## config.mk

```make
export PLATFORM = sky130hd
export DESIGN_NAME = lfsr_param
export DESIGN_NICKNAME = d
export VERILOG_FILES = /design/src/rtl/lfsr_param.sv
export SDC_FILE = /design/constraint.sdc
export NUM_CORES = 1
export LEC_CHECK = 0
export ABC_AREA = 1
export CAP_MARGIN = 20
export CORE_MARGIN = 1
export CORE_UTILIZATION = 53
export CTS_CLUSTER_SIZE = 14
export DETAILED_ROUTE_END_ITERATION = 10
export PLACE_DENSITY = 0.79
export RECOVER_POWER = 100
export SYNTH_ARGS = -nofsm -noshare
export SYNTH_HDL_FRONTEND = slang
export SYNTH_SLANG_ARGS = --single-unit
```

## constraint.sdc

```tcl
create_clock -name clk_i -period 1.8 [get_ports clk_i]
set_clock_uncertainty 0.1 [all_clocks]
set_input_delay 0.36 -clock clk_i [delete_from_list [all_inputs] [get_ports clk_i]]
set_output_delay 0.36 -clock clk_i [all_outputs]
set_load 0.01 [all_outputs]
```

## src/rtl/lfsr_param.sv

```systemverilog
// rtl/lfsr_param.sv - parameterised Fibonacci LFSR with valid/ready output, seed load, warm-up and lock-up recovery
module lfsr_param #(
    parameter int               WIDTH  = 16,
    parameter logic [WIDTH-1:0] TAPS   = 16'hD008,
    parameter logic [WIDTH-1:0] SEED   = {{(WIDTH-1){1'b0}}, 1'b1},
    parameter int               STEPS  = 1,
    parameter int               WARMUP = 0
) (
    input  logic             clk_i,
    input  logic             rst_i,
    input  logic             seed_valid_i,
    input  logic [WIDTH-1:0] seed_i,
    input  logic             rand_ready_i,
    output logic             rand_valid_o,
    output logic [WIDTH-1:0] rand_o,
    output logic             wrap_o,
    output logic             lockup_o
);

    typedef enum logic {
        WARM = 1'b0,
        RUN  = 1'b1
    } fsm_t;

    localparam fsm_t       RESET_FSM = (WARMUP == 0) ? RUN : WARM;
    localparam logic [7:0] WARM_CNT  = 8'(WARMUP);

    fsm_t             fsm_q, fsm_d;
    logic [7:0]       cnt_q, cnt_d;
    logic [WIDTH-1:0] state_q, state_d;
    logic [WIDTH-1:0] start_q, start_d;
    logic             wrap_q, wrap_d;
    logic             lockup_q, lockup_d;
    logic [WIDTH-1:0] next_state;
    logic [WIDTH-1:0] load_value;
    logic             do_advance;

    // STEPS chained single shifts, unrolled so a whole advance completes in one cycle.
    function automatic logic [WIDTH-1:0] advance_fn(input logic [WIDTH-1:0] s);
        logic [WIDTH-1:0] r;
        r = s;
        for (int i = 0; i < STEPS; i++) begin
            r = {r[WIDTH-2:0], ^(r & TAPS)};
        end
        return r;
    endfunction

    assign next_state = advance_fn(state_q);
    assign load_value = (seed_i == '0) ? SEED : seed_i;
    assign do_advance = (fsm_q == WARM) || rand_ready_i;

    always_comb begin
        fsm_d    = fsm_q;
        cnt_d    = cnt_q;
        state_d  = state_q;
        start_d  = start_q;
        wrap_d   = 1'b0;
        lockup_d = 1'b0;
        if (seed_valid_i) begin
            // A coinciding transfer is treated as consumed; the seed replaces the advance.
            state_d  = load_value;
            start_d  = load_value;
            lockup_d = (seed_i == '0);
            fsm_d    = RESET_FSM;
            cnt_d    = WARM_CNT;
        end else if (state_q == '0) begin
            state_d  = SEED;
            start_d  = SEED;
            lockup_d = 1'b1;
        end else if (do_advance) begin
            state_d = next_state;
            wrap_d  = (next_state == start_q);
            if (fsm_q == WARM) begin
                cnt_d = (cnt_q == 8'd0) ? 8'd0 : cnt_q - 8'd1;
                if (cnt_q <= 8'd1) begin
                    fsm_d = RUN;
                end
            end
        end
    end

    always_ff @(posedge clk_i or posedge rst_i) begin
        if (rst_i) begin
            fsm_q    <= RESET_FSM;
            cnt_q    <= WARM_CNT;
            state_q  <= SEED;
            start_q  <= SEED;
            wrap_q   <= 1'b0;
            lockup_q <= 1'b0;
        end else begin
            fsm_q    <= fsm_d;
            cnt_q    <= cnt_d;
            state_q  <= state_d;
            start_q  <= start_d;
            wrap_q   <= wrap_d;
            lockup_q <= lockup_d;
        end
    end

    assign rand_valid_o = (fsm_q == RUN);
    assign rand_o       = state_q;
    assign wrap_o       = wrap_q;
    assign lockup_o     = lockup_q;

endmodule

```

==> flow_results.org <==
** Outcome
- The run finished with clean final reports.

** Setup path
- The worst setup path is launched from a flip-flop.
- Reg2Reg Setup Slack :: 150 ps
- Data arrives at the worst endpoint at 1270 ps.
- The startpoint identified for the worst register-to-register timing path is rand_o[15]$_DFFE_PP0P_.
- The worst setup path is captured at a primary output.
- The slowest stage of the critical path is the clkdlybuf4s50_1 cell.
- Critical path class :: flip-flop to primary output
- Along the worst path, the maximum fanout reaches 4.
- The number of buffers and inverters on the critical path is 1.
- Cell breakdown of the critical path :: clkdlybuf4s50_1
- Capture instance of the worst register-to-register path :: start_q[6]$_DFFE_PP0P_
- Among cell families on the critical path, the largest total delay comes from buffers and inverters.
- The number of cells on the worst reg-to-reg path is 8.
- Total stage count of the critical path :: 1
- For the worst setup path, the data required time is 1340 ps.
- Stage delay of the slowest cell on the critical path :: 560 ps

** CTS
- TritonCTS built the clock tree.
- At the later pin of the worst-skew pair, clock insertion delay measures 290 ps.
- Total CTS buffers :: 5
- The clock net in this run drives a total of 43 sinks.
- The clock passes through at most 2 buffers.
- After clock tree synthesis, the clock-pin slew on the worst setup and hold paths is 80 ps.
- The number of hold buffers added after CTS was 0.
- Post-CTS repair timing setup buffer count :: 0
- In this run the clock root is driven by a clkbuf_8.
- Number of levels the H-tree was split into :: 2

** Worst hold path
- Beginning of the worst hold path :: start_q[0]$_DFFE_PP1P_
- Worst Hold Depth :: 2
- The worst hold path terminates at start_q[0]$_DFFE_PP1P_.
- The path class of the tightest hold or removal check is flip-flop to flip-flop.

** Global route
- Overflow left after global routing :: 0
- The number of antenna violations at the first check in global routing is 0.
- Met2 Usage GRT :: 36.8%
- Number of global-route vias before repair :: 2093
- Across every metal layer, demand over resource in global routing totals 24.1%.
- After global routing, the most crowded layer is met2.
- The first global-routing pass estimated between 9000 and 10000 µm of wire.
- Maximum number of pins on one net before global-route repair :: between 40 and 50
- Fraction of met3 tracks used by global routing :: 4.80%
- For this run, global-route usage on met1 was measured as between 30% and 40%.

** Detailed routing
- For this block, the via count after detailed routing is ~2.3k.
- DRC errors left :: 0
- Average wire per standard cell :: 12.6 µm
- The first TritonRoute pass finished after 5 iterations.
- Using the TritonRoute via totals, the vias-per-cell ratio works out to between 5 and 6.
- Post-DRT Antenna Nets :: 0
- The first routing iteration left 179 violations.
- Summed over all layers, the routed wires come to roughly 5500 µm.

** Timing
- Setup repair after global routing left no endpoint under its margin.
- Final hold violation count :: 0
- Setup total negative slack on the finished layout was measured at 0 ps.
- In this run the tightest slew margin relative to its limit is 28.9%.
- Final min period :: 1730 ps
- Part of the cycle the worst path needs :: a little over nine tenths
- FMAX :: just under 600 MHz
- The max-slew violation count came to 0.
- Setup violations remaining at the end of the flow were counted as 0.
- Slew of the pin with the lowest slew margin :: ~1100 ps

** Floorplanning
- The floorplan step set the die height to roughly 70 µm.
- For this configuration, the core starts out at a cell density of 55.5%.
- The floorplan step defined a die boundary enclosing 4860 µm².
- Number of I/O pins :: 39
- In this run the core area contains 24 standard-cell rows.
- Measured along the x axis, the die boundary spans 69.7 µm.
- CORE AREA :: ~4400 µm²

** Power and ir drop
- Power density over cell area :: between 900 and 1000 nW/µm²
- For this design the static power due to leakage is 1.53 nW.
- IR Drop Worst-Case VDD :: approximately 0.63 mV

** Layout
- The number of antenna diodes in the final layout is 0.
- At the end of the flow, the number of nets in the layout was 411.
- Once layout is complete, the utilization of the core stands at 67.5%.
- Of the cells placed in the final design, the portion with a size suffix greater than 1 is 6.96%.
- Relative to the synthesized area, the layout overhead comes to 21.7%.

** Placed design
- At the end of routability-driven placement, the weighted congestion stood at 0.891.
- Detailed placement finished with a half-perimeter wire length of 4170 µm.
- Buffers placed on the I/O ports in this run total 38.

** Synthesis
- Avg Cell Area, Syn :: about 7.1 µm²
- Post-Syn Instances :: 341
- FF+latch count, synth :: 43
- Portion of the post-synthesis area used by sequential elements :: 44.4%
- Number of synthesized flops with an enable pin :: 0
- Number of distinct standard cells referenced by the synthesized netlist :: 26
- In the synthesized netlist the async set-or-reset flop fraction comes to 100%.
- Post-synthesis instance area :: around 2400 µm²
- Post-synthesis net count :: between 300 and 400
- Yosys Warn Count :: 0
- Post-synth top flop :: dfrtp_1

** Job
- Number of maximum-capacitance constraint violations :: 0
logic make-up after synthesis:
kind of cell,after synthesis,synth area share [%]
AO/OA/AOI/OAI,51,11.1
XOR/XNOR,6,2.16
adder cells (fa/ha/maj),4,2.06
buffers and inverters,53,9.37
flip-flops,43,44.4
AND/OR/NAND/NOR,184,30.9
Yosys cell counts, drive strengths merged (2+ instances only):
library cell,number,area [µm²]
a21oi,3,26.3
buf,6,51.3
clkbuf,2,7.51
dfrtp,40,1000
dfstp,3,78.8
ha,4,50.1
inv,45,169
nand2,124,478
nand3,16,92.6
nor2,39,154
nor3,4,20.0
o21ai,46,230
xnor2,3,26.3
xor2,3,26.3
sequential cells by signal (all words and copies together), names as in the netlist:
signal,flops
start_q,16
wrap_o,1
rand_valid_o,1
rand_o,16
cnt_q,8
lockup_o,1
stage by stage:
stage / hold slack (ps) / total power, mW / setup WS (ps) / cell area, µm² / cells
2_1_floorplan: 352 / 2.01 / 297 / 2430 / 341
3_3_place_gp: 372 / 2.33 / 119 / 2900 / 432
3_5_place_dp: 376 / 2.35 / 107 / 2900 / 432
4_1_cts: 349 / 2.95 / 24.3 / 2980 / 440
5_1_grt: 407 / 3.15 / 9.18 / 2960 / 440
6_report: 385 / 2.92 / 69.1 / 2960 / 440
timing repair:
item | in CTS | in global routing
endpoints found under the setup margin | 2 | 1
gates resized for setup | 2 | 1
hold endpoints to repair | 0 | 0
gates cloned | 0 | 0
worst max path at each step:
stage	startpoint	to	slack, ps
after floorplan	rand_o[14]$_DFFE_PP0P_	cnt_q[6]$_DFFE_PP0P_	300
after global placement	seed_i[3]	rand_o[0]$_DFFE_PP1P_	120
after detailed placement	seed_i[3]	rand_o[0]$_DFFE_PP1P_	110
after CTS	rand_o[14]$_DFFE_PP0P_	rand_o[14]	20
after global routing	rand_o[12]$_DFFE_PP0P_	rand_o[12]	9
final	rand_o[7]$_DFFE_PP0P_	rand_o[7]	70
report_power, final:
part / leakage, nW / switching [mW] / total (mW) / internal (mW)
Sequential: 0.531 / 0.138 / 1.25 / 1.11
Combinational: 0.955 / 0.637 / 1.09 / 0.453
Clock: 0.0422 / 0.306 / 0.578 / 0.272
Total: 1.53 / 1.08 / 2.92 / 1.84
cell type report:
class                           instances  area, µm²
Sequential cell                        43       1080
Inverter                               45        169
Tap cell                               52       65.1
Clock buffer                            7       76.3
Multi-Input combinational cell        245       1120
Fill cell                             376       1430
Clock inverter                          1       5.00
Timing Repair Buffer                   47        443
per-layer routing:
| metal | routed length, µm | part of all wire (%) |
|---|---|---|
| met1 | 2700 | 49 |
| met2 | 2410 | 43 |
| met3 | 404 | 7.3 |
| met4 | 32 | 0.58 |
| met5 | 0 | 0 |
placed cells by master (no fill, tap or decap), types with 2 or more instances in the layout:
cell / count
nor3_1: 4
inv_1: 41
nor2_1: 36
clkbuf_1: 2
nor2_2: 3
xor2_1: 3
dfstp_1: 2
clkbuf_8: 5
dfrtp_1: 40
buf_4: 8
o21ai_1: 2
a21oi_1: 2
clkdlybuf4s50_1: 33
dlygate4sd3_1: 2
xnor2_1: 3
o21ai_0: 44
dlygate4sd2_1: 2
nand2_1: 122
ha_1: 4
nand3_1: 15
inv_2: 4
(Power assumes the default switching activity.)
